<file path="config.mk">
export PLATFORM = sky130hd
export DESIGN_NAME = wash_phase_timer
export DESIGN_NICKNAME = d
export VERILOG_FILES = /design/src/rtl/wash_phase_timer.sv
export SDC_FILE = /design/constraint.sdc
export NUM_CORES = 1
export LEC_CHECK = 0
export BUFFER_PORTS_ARGS = -buffer_cell sky130_fd_sc_hd__buf_2
export CORE_ASPECT_RATIO = 0.7
export CORE_MARGIN = 2
export CORE_UTILIZATION = 25
export DETAILED_ROUTE_END_ITERATION = 7
export PLACE_DENSITY_LB_ADDON = 0.15
export RECOVER_POWER = 50
export SYNTH_ARGS = -nofsm -noshare
export SYNTH_HDL_FRONTEND = slang
export SYNTH_SLANG_ARGS = --single-unit
</file>
<file path="constraint.sdc">
create_clock -name clk_timer -period 2.2 [get_ports clk_timer]
set_input_delay 0.66 -clock clk_timer [delete_from_list [all_inputs] [get_ports clk_timer]]
set_output_delay 0.66 -clock clk_timer [all_outputs]
set_load 0.01 [all_outputs]
</file>
<file path="src/rtl/wash_phase_timer.sv">
// Phase-duration countdown for the wash FSM with pause hold and finish pulse.
// Define WASH_TIMER_FAST_SIM_EN to drop the prescaler (one tick per clock).
module wash_phase_timer #(
  parameter int TICK_DIV  = 50000000,
  parameter int CNT_W     = 10,
  parameter int FILL_SEC  = 120,
  parameter int WASH_SEC  = 300,
  parameter int RINSE_SEC = 120,
  parameter int SPIN_SEC  = 60
) (
  input  logic             clk_timer,
  input  logic             rst_timer,
  input  logic             start_timer,
  input  logic [2:0]       state_timer,
  input  logic             pause_timer,
  output logic             finished_timer,
  output logic             busy_timer,
  output logic [CNT_W-1:0] remaining_sec
);

  typedef enum logic [1:0] {
    IDLE,
    RUN,
    HOLD
  } state_t;

  state_t           state_q;
  logic [CNT_W-1:0] rem_q;
  logic             fin_q;
  logic             busy_q;

  logic [CNT_W-1:0] dur_d;
  logic             dur_ok_d;
  logic             tick_d;

`ifdef WASH_TIMER_FAST_SIM_EN
  assign tick_d = 1'b1;
`else
  localparam int PW = (TICK_DIV > 1) ? $clog2(TICK_DIV) : 1;
  localparam logic [PW-1:0] PMAX = PW'(TICK_DIV - 1);

  logic [PW-1:0] presc_q;

  assign tick_d = (presc_q == PMAX);
`endif

  always_comb begin
    dur_d    = '0;
    dur_ok_d = 1'b1;
    case (state_timer)
      3'b001:  dur_d = CNT_W'(FILL_SEC);
      3'b010:  dur_d = CNT_W'(WASH_SEC);
      3'b011:  dur_d = CNT_W'(RINSE_SEC);
      3'b100:  dur_d = CNT_W'(SPIN_SEC);
      default: dur_ok_d = 1'b0;
    endcase
  end

  always_ff @(posedge clk_timer) begin
    if (rst_timer) begin
      state_q <= IDLE;
      rem_q   <= '0;
      fin_q   <= 1'b0;
      busy_q  <= 1'b0;
`ifndef WASH_TIMER_FAST_SIM_EN
      presc_q <= '0;
`endif
    end else begin
      fin_q <= 1'b0;
      if (start_timer && dur_ok_d) begin
        rem_q   <= dur_d;
        busy_q  <= 1'b1;
        state_q <= pause_timer ? HOLD : RUN;
`ifndef WASH_TIMER_FAST_SIM_EN
        presc_q <= '0;
`endif
      end else if (state_q != IDLE) begin
        if (pause_timer) begin
          state_q <= HOLD;
        end else begin
          // Releasing pause counts on the same edge, so a pause of N cycles costs N.
          state_q <= RUN;
          if (rem_q == '0) begin
            fin_q   <= 1'b1;
            busy_q  <= 1'b0;
            state_q <= IDLE;
          end else begin
`ifndef WASH_TIMER_FAST_SIM_EN
            presc_q <= tick_d ? '0 : presc_q + 1'b1;
`endif
            if (tick_d) begin
              rem_q <= rem_q - 1'b1;
              if (rem_q == CNT_W'(1)) begin
                fin_q   <= 1'b1;
                busy_q  <= 1'b0;
                state_q <= IDLE;
              end
            end
          end
        end
      end
    end
  end

  assign finished_timer = fin_q;
  assign busy_timer     = busy_q;
  assign remaining_sec  = rem_q;

endmodule
</file>
==> results of run 1 <==
[flip-flops by register name, summed over array words and instances (netlist names)]
signal and cells:
finished_timer 1, busy_timer 1, remaining_sec 10, presc_q 26
state_q 2
[cell usage after synthesis (4+ instances only)]
master	count	share of area, %
clkbuf_1	7	1.2
xor2_1	22	9.1
a21oi_1	11	2.6
nand4_1	20	5.9
nor3_1	7	1.7
a31oi_1	4	1.2
nand3_1	18	4.3
or3_1	5	1.5
nand2_1	8	1.4
and3_1	5	1.5
inv_1	6	1.1
xnor2_1	4	1.7
or4_1	4	1.4
nor2_1	41	7.3
dfxtp_1	40	38
nor4_1	9	2.7
[stage by stage]
step	std cells	total power, mW
after global routing	409	1.83
after CTS	409	1.79
after detailed placement	401	0.942
final	409	1.75
after floorplan	255	0.866
after global placement	401	0.944
[area by class of cell]
| type | count | area (um2) |
|---|---|---|
| fill | 891 | 5660 |
| multi-input combinational | 200 | 1260 |
| sequential | 40 | 801 |
| timing repair buffer | 50 | 298 |
| tap | 105 | 131 |
| clock buffer | 5 | 125 |
| clock inverter | 3 | 42.5 |
| inverter | 6 | 22.5 |
[layout by cell type (no fill, tap or decap), drive strengths merged, types with 2 or more instances in the layout]
master  instances
nor2           41
clkbuf         19
xnor2           4
nand3          19
and2            3
or4             4
nand2b          2
and3            5
o31ai           3
or3             5
dfxtp          40
nor4           10
xor2           22
nand2           8
a21oi          11
o22ai           3
ha              3
o21ai           3
buf            36
nor3            7
nand4          20
a31oi           5
nor3b           3
inv             6
[timing repair]
action                     in CTS  in global routing
setup endpoints to repair       1                  2
pin swaps                       0                  3
resized for setup               1                  0
[cell families after synthesis]
family | count (synthesis) | share of synthesized area (%)
buffers and inverters | 15 | 2.78
XOR/XNOR | 26 | 10.8
flip-flops | 40 | 37.9
multiplexers | 2 | 1.01
adder cells (fa/ha/maj) | 3 | 1.78
AO/OA/AOI/OAI | 35 | 11.1
AND/OR/NAND/NOR | 134 | 34.7
[worst max-delay path, delay by kind of cell (launching register included)]
kind                     cells  cell delay [ns]
AO/OA/AOI/OAI                2             0.36
AND/OR/NAND/NOR              3             0.83
adder cells (fa/ha/maj)      1             0.23
flip-flops                   1             0.32
buffers and inverters        2             0.22
[where the power goes]
group | switching, mW | total (mW) | leakage (nW) | internal [mW]
clock network | 0.300 | 0.833 | 0.0798 | 0.533
logic | 0.105 | 0.173 | 0.581 | 0.0681
registers | 0.00979 | 0.746 | 0.323 | 0.736
[worst min-delay path by stage]
stage	slack [ns]	from	cells after the start	end
global route	0.51	busy_timer	2	busy_timer
detailed placement	0.46	busy_timer	2	busy_timer
finish	0.48	busy_timer	2	busy_timer
CTS	0.47	busy_timer	2	busy_timer
global placement	0.47	busy_timer	2	busy_timer
floorplan	0.45	presc_q[25]	2	presc_q[25]
[per-layer routing]
metal | wire length, um | share of wire (%) | up-vias | GRT usage [%]
met5 | 0 | 0 | - | 0
met1 | 3290 | 59 | 922 | 19.6
li1 | - | - | 1039 | -
met3 | 145 | 2.6 | 2 | 2.84
met2 | 2090 | 38 | 22 | 16.2
met4 | 40 | 0.72 | 0 | 3.66
==> impl_results.md, run 1 <==
- Worst Hold Slack: 0.479 ns
- # nets final: 313
- Initial antenna violation count: 0
- # IOs: 19
- Die Y: 80.9 um
- R2R Path End: remaining_sec[9]
- Final setup viols: 0
- CTS tree: yes
- Crit. End Element: flip-flop
- First-pass GRT wire length: slightly below 9000 um
- Peak supply drop: 0.333 mV
- Total clock sinks: 40
- Post-Synthesis Cells: 255
- # rows: 28
- IO Port Bufs: 18
- Hold Crit Class: flip-flop to flip-flop
- Fin area: 2680 um2
- Crit path DAT: 2.26 ns
- Worst slew pin tran: 0.554 ns
- Rel. slew slack: 62.5%
- Worst setup SP type: flip-flop
- Clk pin slew, worst setup/hold paths: about 0.060 ns
- CTS root buf: clkbuf_16
- Post-route ant nets: 0
- Sequential fraction of the synthesis area: 37.9%
- Max-slew violations: 0
- DRT Pass-1 Iters: 4
- Final HPWL DP: 4170 um
- Vias/cell: a little under 5
- Register-to-Register Path Depth: 8
- Post-CTS setup buffer count: 0
- Outcome: complete, no violations
- Pre-CTS WS: -0.0226 ns
- Total gr overflow: 0
- GRT Total Usage: 12.4%
- Top FF cell, synth: dfxtp_1
- Core Region: between 8000 and 9000 um2
- Utilization after layout: between 30% and 40%
- Final Cycle Share: between 90% and 100%
- Clock Latency Late Sink: 0.28 ns
- Mean Syn Cell Area: 8.29 um2
- FF-to-FF setup slack: 0.15 ns
- Final setup TNS: 0 ns
- Critical path launch point: remaining_sec[0]
- Critical-path cell list: inv_1 > ha_1 > nor3b_1 > clkbuf_2 > a31oi_4 > nand4_1 > or4_1 > a21oi_1
- RSZ-0062 raised after global routing: no
- Reg-to-Reg Start: remaining_sec[0]
- Vias: 1985
- Final min period: 2.05 ns
- Number of global-route vias before repair: between 1500 and 2000
- DRC violations left: 0
- Final GP Congestion: 0.774
- Slowest CP cell: or4_1
- Fin. Hold Viols: 0
- CTS Buf Count: 5
- Setup crit end: remaining_sec[9]
- WL/cell: between 10 and 15 um
- Die ar.: 9220 um2
- Max Root-Sink Buffers: 2
- DR iter-0 viols: 57
- Achievable Freq: about 500 MHz
- Starting Density: 25.3%
- Placed inst area: 2550 um2
- H-tree levels: 2
- Final Skew: approximately 0.0074 ns
- LEAKAGE: 0.984 nW
- Largest net degree at the start of global routing: 27
- Cts hold-fix bufs: 0
- Flops & latches, synth: 40
- Post-synth EDFFs: 0
- Yosys warnings: 0
- Syn Nets: 265
- Crit path setup slack, layout: 0.155 ns
- Final wirelength: 5570 um
- Crit path kind: flip-flop to flip-flop
- Worst-path fanout max: 5
- Pwr per Cell Area: 654 nW/um2
- Synth-to-layout area growth: 26.7%
- Overall die width: 114 um
- Required time of the worst setup path: 2.41 ns
- CP max stage delay: around 0.45 ns
- Share of layout cells above drive strength 1: 17.4%
- Max-cap viol count: 0
- # diodes: 0
- Synthesized cell area: 2110 um2
- Post-synth ARST share: 0%
- Yosys cell types: between 40 and 50
No activity file was read; power rests on OpenSTA's default activity.
==> inputs of run 2 (changes only) <==
--- a/config.mk
+++ b/config.mk
@@ -10,6 +10,7 @@
 export CORE_MARGIN = 2
 export CORE_UTILIZATION = 25
 export DETAILED_ROUTE_END_ITERATION = 7
+export MAX_ROUTING_LAYER = met4
 export PLACE_DENSITY_LB_ADDON = 0.15
 export RECOVER_POWER = 50
 export SYNTH_ARGS = -nofsm -noshare
==> run 2 against run 1 <==
Effect of this change:
- combinational power about the same
- setup slack worse by 0.0011 ns
- critical path depth unchanged
- sequential share of layout area unchanged
- non-clock buffer count unchanged
- clock power about the same
- register-to-register slack about the same
- critical endpoint unchanged
- largest power group unchanged
==> impl_results.md, run 2 (same netlist as run 1, synthesis figures left out) <==
- Final HPWL DP: 4170 um (unchanged)
- Internal Power: 1.34 mW (unchanged)
- Total clock sinks: 40 (unchanged)
- Worst setup SP type: flip-flop
- CTS tree: yes
- Commonest non-fill, non-tap cell in the layout: nor2_1
- Switching power share of the total: 23.7% (+0.029 points)
- First-pass GRT wire length: 8930 um (+0.24%)
- Required time of the worst setup path: 2.41 ns (about the same)
- Final Cycle Share: 93.0% (about the same)
- Starting Density: 25.3% (unchanged)
- Final GP Congestion: 0.785 (+1.4%)
- Die ar.: 9220 um2 (unchanged)
- Max-slew violations: 0 (unchanged)
- Vias: 1983 (-0.10%)
- Outcome: complete, no violations
- Post-route ant nets: 0 (unchanged)
- Crit. End Element: flip-flop
- Final min period: 2.05 ns (+0.00110 ns)
- Crit path kind: flip-flop to flip-flop
- Post-CTS setup buffer count: 0 (unchanged)
- IO Port Bufs: 18 (unchanged)
- Most frequent cells in the layout: nor2_1, dfxtp_1, buf_4
- Achievable Freq: 489 MHz (about the same)
- Seq pwr share: 42.6% (about the same)
- Crit path DAT: 2.26 ns (about the same)
- Initial antenna violation count: 0 (unchanged)
- # diodes: 0 (unchanged)
- Fin area: 2680 um2 (unchanged)
- Fillers: 891 (unchanged)
- Biggest register: presc_q
- H-tree levels: 2 (unchanged)
- DRT Pass-1 Iters: 5 (+1)
- Fin. Hold Viols: 0 (unchanged)
- Core Region: 8340 um2 (unchanged)
- Worst slew pin tran: 0.562 ns (+0.00776 ns)
- Overall die width: 114 um (unchanged)
- Clk pwr share: 47.6% (about the same)
- Final wirelength: 5580 um (+0.22%)
- LEAKAGE: 0.984 nW (unchanged)
- Clk pin slew, worst setup/hold paths: 0.06 ns (about the same)
- Peak supply drop: 0.333 mV (+0.13%)
- DR iter-0 viols: 58 (+1.8%)
- GRT Total Usage: 12.8% (+0.39 points)
- Max Root-Sink Buffers: 2 (unchanged)
- Clock Latency Late Sink: 0.28 ns (about the same)
- WL/cell: 13.6 um (+0.22%)
- # IOs: 19 (unchanged)
- Comb pwr share: 9.9% (about the same)
- Utilization after layout: 32.1% (unchanged)
- RSZ-0062 raised after global routing: no
- Largest net degree at the start of global routing: 27 (unchanged)
- Worst-path fanout max: 5 (unchanged)
- Pre-CTS WS: -0.0226 ns (unchanged)
- CTS Buf Count: 5 (unchanged)
- Psw: 0.415 mW (+0.16%)
- DRC violations left: 0 (unchanged)
- Final setup viols: 0 (unchanged)
- Largest register FFs: 26 (unchanged)
- Synth-to-layout area growth: 26.7% (unchanged)
- Share of layout cells above drive strength 1: 17.4% (unchanged)
- Rel. slew slack: 62.0% (-0.52 points)
- Die Y: 80.9 um (unchanged)
- Number of global-route vias before repair: 1739 (-0.17%)
- Final Skew: 0.00715 ns (-0.000246 ns)
- Pwr per Cell Area: 655 nW/um2 (about the same)
- CTS root buf: clkbuf_16
- Placed inst area: 2550 um2 (unchanged)
- Vias/cell: 4.85 (-0.10%)
- Total gr overflow: 0 (unchanged)
- Hold Crit Class: flip-flop to flip-flop
- Max-cap viol count: 0 (unchanged)
- Crit path setup slack, layout: 0.154 ns (-0.00111 ns)
- # rows: 28 (unchanged)
- # nets final: 313 (unchanged)
-- run 2: metal layers --
layer | routed length, um | vias to the layer above | GRT usage [%]
met1 | 3280 | 908 | 19.6
met4 | 29 | 0 | 3.66
met2 | 2090 | 36 | 16.3
li1 | - | 1037 | -
met3 | 184 | 2 | 2.84
met5 | 0 | - | -
-- run 2: path summary, 6_finish.rpt --
path	startpoint	to	slack, ns	depth (start not counted)
setup / recovery	remaining_sec[0]	remaining_sec[9]	0.15	8
hold / removal	busy_timer	busy_timer	0.48	2
setup reg to reg	remaining_sec[0]	remaining_sec[9]	0.15	8
hold reg to reg	busy_timer	busy_timer	0.48	2
-- run 2: per-stage QoR --
stage	hold WS, ns	power, mW	cells	TNS [ns]
after floorplan	0.454	0.866	255	0
after global placement	0.468	0.944	401	0
after detailed placement	0.463	0.942	401	-0.0226
after CTS	0.474	1.79	409	0
after global routing	0.514	1.83	409	0
final	0.479	1.75	409	0
-- run 2: cell type report --
cell class	instances	area (um2)	area share, %
Multi-Input combinational cell	200	1260	47.0
Tap cell	105	131	4.91
Clock buffer	5	125	4.67
Timing Repair Buffer	50	298	11.1
Inverter	6	22.5	0.841
Clock inverter	3	42.5	1.59
Sequential cell	40	801	29.9
-- run 2: critical path, stage by stage, from the launching register on --
cell      delay (ns)
dfxtp_1         0.32
inv_1           0.06
ha_1            0.23
nor3b_1         0.15
clkbuf_2        0.16
a31oi_4         0.22
nand4_1         0.24
or4_1           0.45
a21oi_1         0.14
-- run 2: repair_timing --
action / in CTS / in global routing
pin swaps: 0 / 3
hold endpoints to repair: 0 / 0
setup endpoints to repair: 1 / 2
gates resized for setup: 1 / 0
hold buffers: 0 / 0
-- run 2: power by group through the flow --
| stage | Combinational, mW | Clock [mW] | Sequential [mW] |
|---|---|---|---|
| 2_1_floorplan | 0.0993 | 0 | 0.766 |
| 3_3_place_gp | 0.182 | 0 | 0.763 |
| 3_5_place_dp | 0.180 | 0 | 0.762 |
| 4_1_cts | 0.184 | 0.860 | 0.746 |
| 5_1_grt | 0.191 | 0.891 | 0.747 |
| 6_report | 0.173 | 0.833 | 0.746 |
==> inputs of run 3 (changes only) <==
--- a/config.mk
+++ b/config.mk
@@ -11,7 +11,7 @@
 export CORE_UTILIZATION = 25
 export DETAILED_ROUTE_END_ITERATION = 7
 export MAX_ROUTING_LAYER = met4
-export PLACE_DENSITY_LB_ADDON = 0.15
+export PLACE_DENSITY_LB_ADDON = 0.12
 export RECOVER_POWER = 50
 export SYNTH_ARGS = -nofsm -noshare
 export SYNTH_HDL_FRONTEND = slang
==> run 3 against run 2 <==
Effect of this change:
- utilization rose by 0.11 points
- clock power fell by 12%
- final cell count rose by 0.24%
- global-route usage rose by 0.76 points
- sequential power barely moved
- highest routed layer unchanged
- largest power group is now sequential cells
- wire length rose by 4.2%
- largest cell class unchanged
- critical path type unchanged
- clock skew barely moved
- flip-flop and latch count did not move
==> impl_results.md, run 3 (same netlist as run 1, synthesis figures left out) <==
- Outcome: complete, no violations
- Crit. End Element: flip-flop
- Final setup TNS: 0 ns (unchanged)
- Final Skew: 0.00676 ns (-0.000390 ns)
- Worst-path fanout max: 7 (+2)
- DRT Pass-1 Iters: 4 (-1)
- First-pass GRT wire length: 9600 um (+7.5%)
- FF-to-FF setup slack: 0.12 ns (-0.03 ns)
- Setup crit end: remaining_sec[6]
- GRT Total Usage: 13.6% (+0.76 points)
- Crit path DAT: 2.25 ns (about the same)
- Largest register FFs: 26 (unchanged)
- CTS Buf Count: 5 (unchanged)
- Vias/cell: 4.93 (+1.6%)
- Fin. Hold Viols: 0 (unchanged)
- Pwr per Cell Area: 617 nW/um2 (-5.8%)
- Overall die width: 114 um (unchanged)
- Post-route ant nets: 0 (unchanged)
- CP max stage delay: 0.57 ns (+0.12 ns)
- Biggest register: presc_q
- Cts hold-fix bufs: 0 (unchanged)
- # rows: 28 (unchanged)
- Total gr overflow: 0 (unchanged)
- Final min period: 2.08 ns (+0.0319 ns)
- Crit path kind: flip-flop to flip-flop
- CTS tree: yes
- R2R Path End: remaining_sec[6]
- # IOs: 19 (unchanged)
- Total clock sinks: 40 (unchanged)
- Die ar.: 9220 um2 (unchanged)
- IO Port Bufs: 18 (unchanged)
- Utilization after layout: 32.2% (+0.11 points)
- H-tree levels: 2 (unchanged)
- Commonest non-fill, non-tap cell in the layout: nor2_1
- Max-slew violations: 0 (unchanged)
- Max-cap viol count: 0 (unchanged)
- Required time of the worst setup path: 2.37 ns (-0.04 ns)
- Final wirelength: 5820 um (+4.2%)
- Most frequent cells in the layout: nor2_1, dfxtp_1, buf_4
- Reg-to-Reg Start: presc_q[16]
- Slowest CP cell: or4b_4
- Peak supply drop: 0.372 mV (+11%)
- Synth-to-layout area growth: 27.1%
- Critical path launch point: presc_q[16]
- DR iter-0 viols: 134 (+130%)
- Clock Latency Late Sink: 0.28 ns (about the same)
- Final GP Congestion: 0.800 (+2.0%)
- Worst setup SP type: flip-flop
- # diodes: 0 (unchanged)
- Vias: 2020 (+1.9%)
- Clk pin slew, worst setup/hold paths: 0.06 ns (about the same)
- Achievable Freq: 481 MHz (-1.5%)
- CTS root buf: clkbuf_16
- Initial antenna violation count: 0 (unchanged)
- Core Region: 8340 um2 (unchanged)
- Max Root-Sink Buffers: 2 (unchanged)
- RSZ-0062 raised after global routing: no
- Die Y: 80.9 um (unchanged)
- Number of global-route vias before repair: 1778 (+2.2%)
- # nets final: 314 (+0.32%)
- Largest net degree at the start of global routing: 27 (unchanged)
- Final setup viols: 0 (unchanged)
- WL/cell: 14.2 um (+4.0%)
- Starting Density: 25.3% (unchanged)
- Rel. slew slack: 66.9% (+4.8 points)
- Final Cycle Share: 94.5% (+1.4 points)
- Critical-path cell list: or4b_4 > nor3_1 > nand3_1 > buf_4 > o2111a_1 > a31o_2
- LEAKAGE: 0.984 nW (about the same)
- Worst Hold Slack: 0.488 ns (+0.00859 ns)
- Hold Crit Class: flip-flop to flip-flop
- Worst slew pin tran: 0.493 ns (-0.0690 ns)
- DRC violations left: 0 (unchanged)
- Final HPWL DP: 4370 um (+4.8%)
- Share of layout cells above drive strength 1: 18.4% (+0.93 points)
- Register-to-Register Path Depth: 6 (-2)
[run 3: layer usage]
metal | global-route usage [%] | up-vias | part of all wire [%]
met3 | 2.91 | 4 | 4.8
met1 | 22.1 | 951 | 58
met2 | 16.4 | 32 | 37
li1 | - | 1033 | -
met4 | 2.20 | 0 | 0.50
met5 | - | - | 0
[run 3: layout make-up]
cell class                      instances  area (um2)
Clock inverter                          2        10.0
Fill cell                             891        5650
Multi-Input combinational cell        200        1270
Clock buffer                            6         139
Timing Repair Buffer                   51         312
Tap cell                              105         131
Inverter                                6        22.5
Sequential cell                        40         801
[run 3: how the worst min path moves through the flow]
stage / to / cells after the start / start
5_1_grt: busy_timer / 2 / busy_timer
3_3_place_gp: busy_timer / 2 / busy_timer
4_1_cts: busy_timer / 2 / busy_timer
6_report: busy_timer / 2 / busy_timer
3_5_place_dp: busy_timer / 2 / busy_timer
2_1_floorplan: presc_q[25] / 2 / presc_q[25]
[run 3: worst max-delay path, delay by kind of cell, from the launching register on]
| kind | cells | cell delay (ns) |
|---|---|---|
| and+or+nand+nor | 3 | 1.01 |
| AOI/OAI and AO/OA | 2 | 0.44 |
| DFF | 1 | 0.33 |
| buffers and inverters | 1 | 0.18 |
[run 3: through the flow]
step	setup WS (ns)	std cells	power, mW	cell area [um2]
floorplan	0.0417	255	0.866	2110
global placement	0.0115	401	0.941	2550
detailed placement	-0.0147	401	0.939	2550
CTS	0.00921	409	1.69	2700
global route	0.00312	410	1.73	2690
finish	0.122	410	1.66	2690
[run 3: power breakdown]
group / internal (mW) / switching (mW) / total [mW]
combinational: 0.0672 / 0.104 / 0.171
sequential: 0.736 / 0.0129 / 0.749
clock: 0.447 / 0.289 / 0.736
total: 1.25 / 0.406 / 1.66
[run 3: repair_timing]
| action | 4_1_cts | 5_1_grt |
|---|---|---|
| buffers inserted | 0 | 1 |
| gates resized for setup | 0 | 3 |
| endpoints found under the setup margin | 0 | 19 |
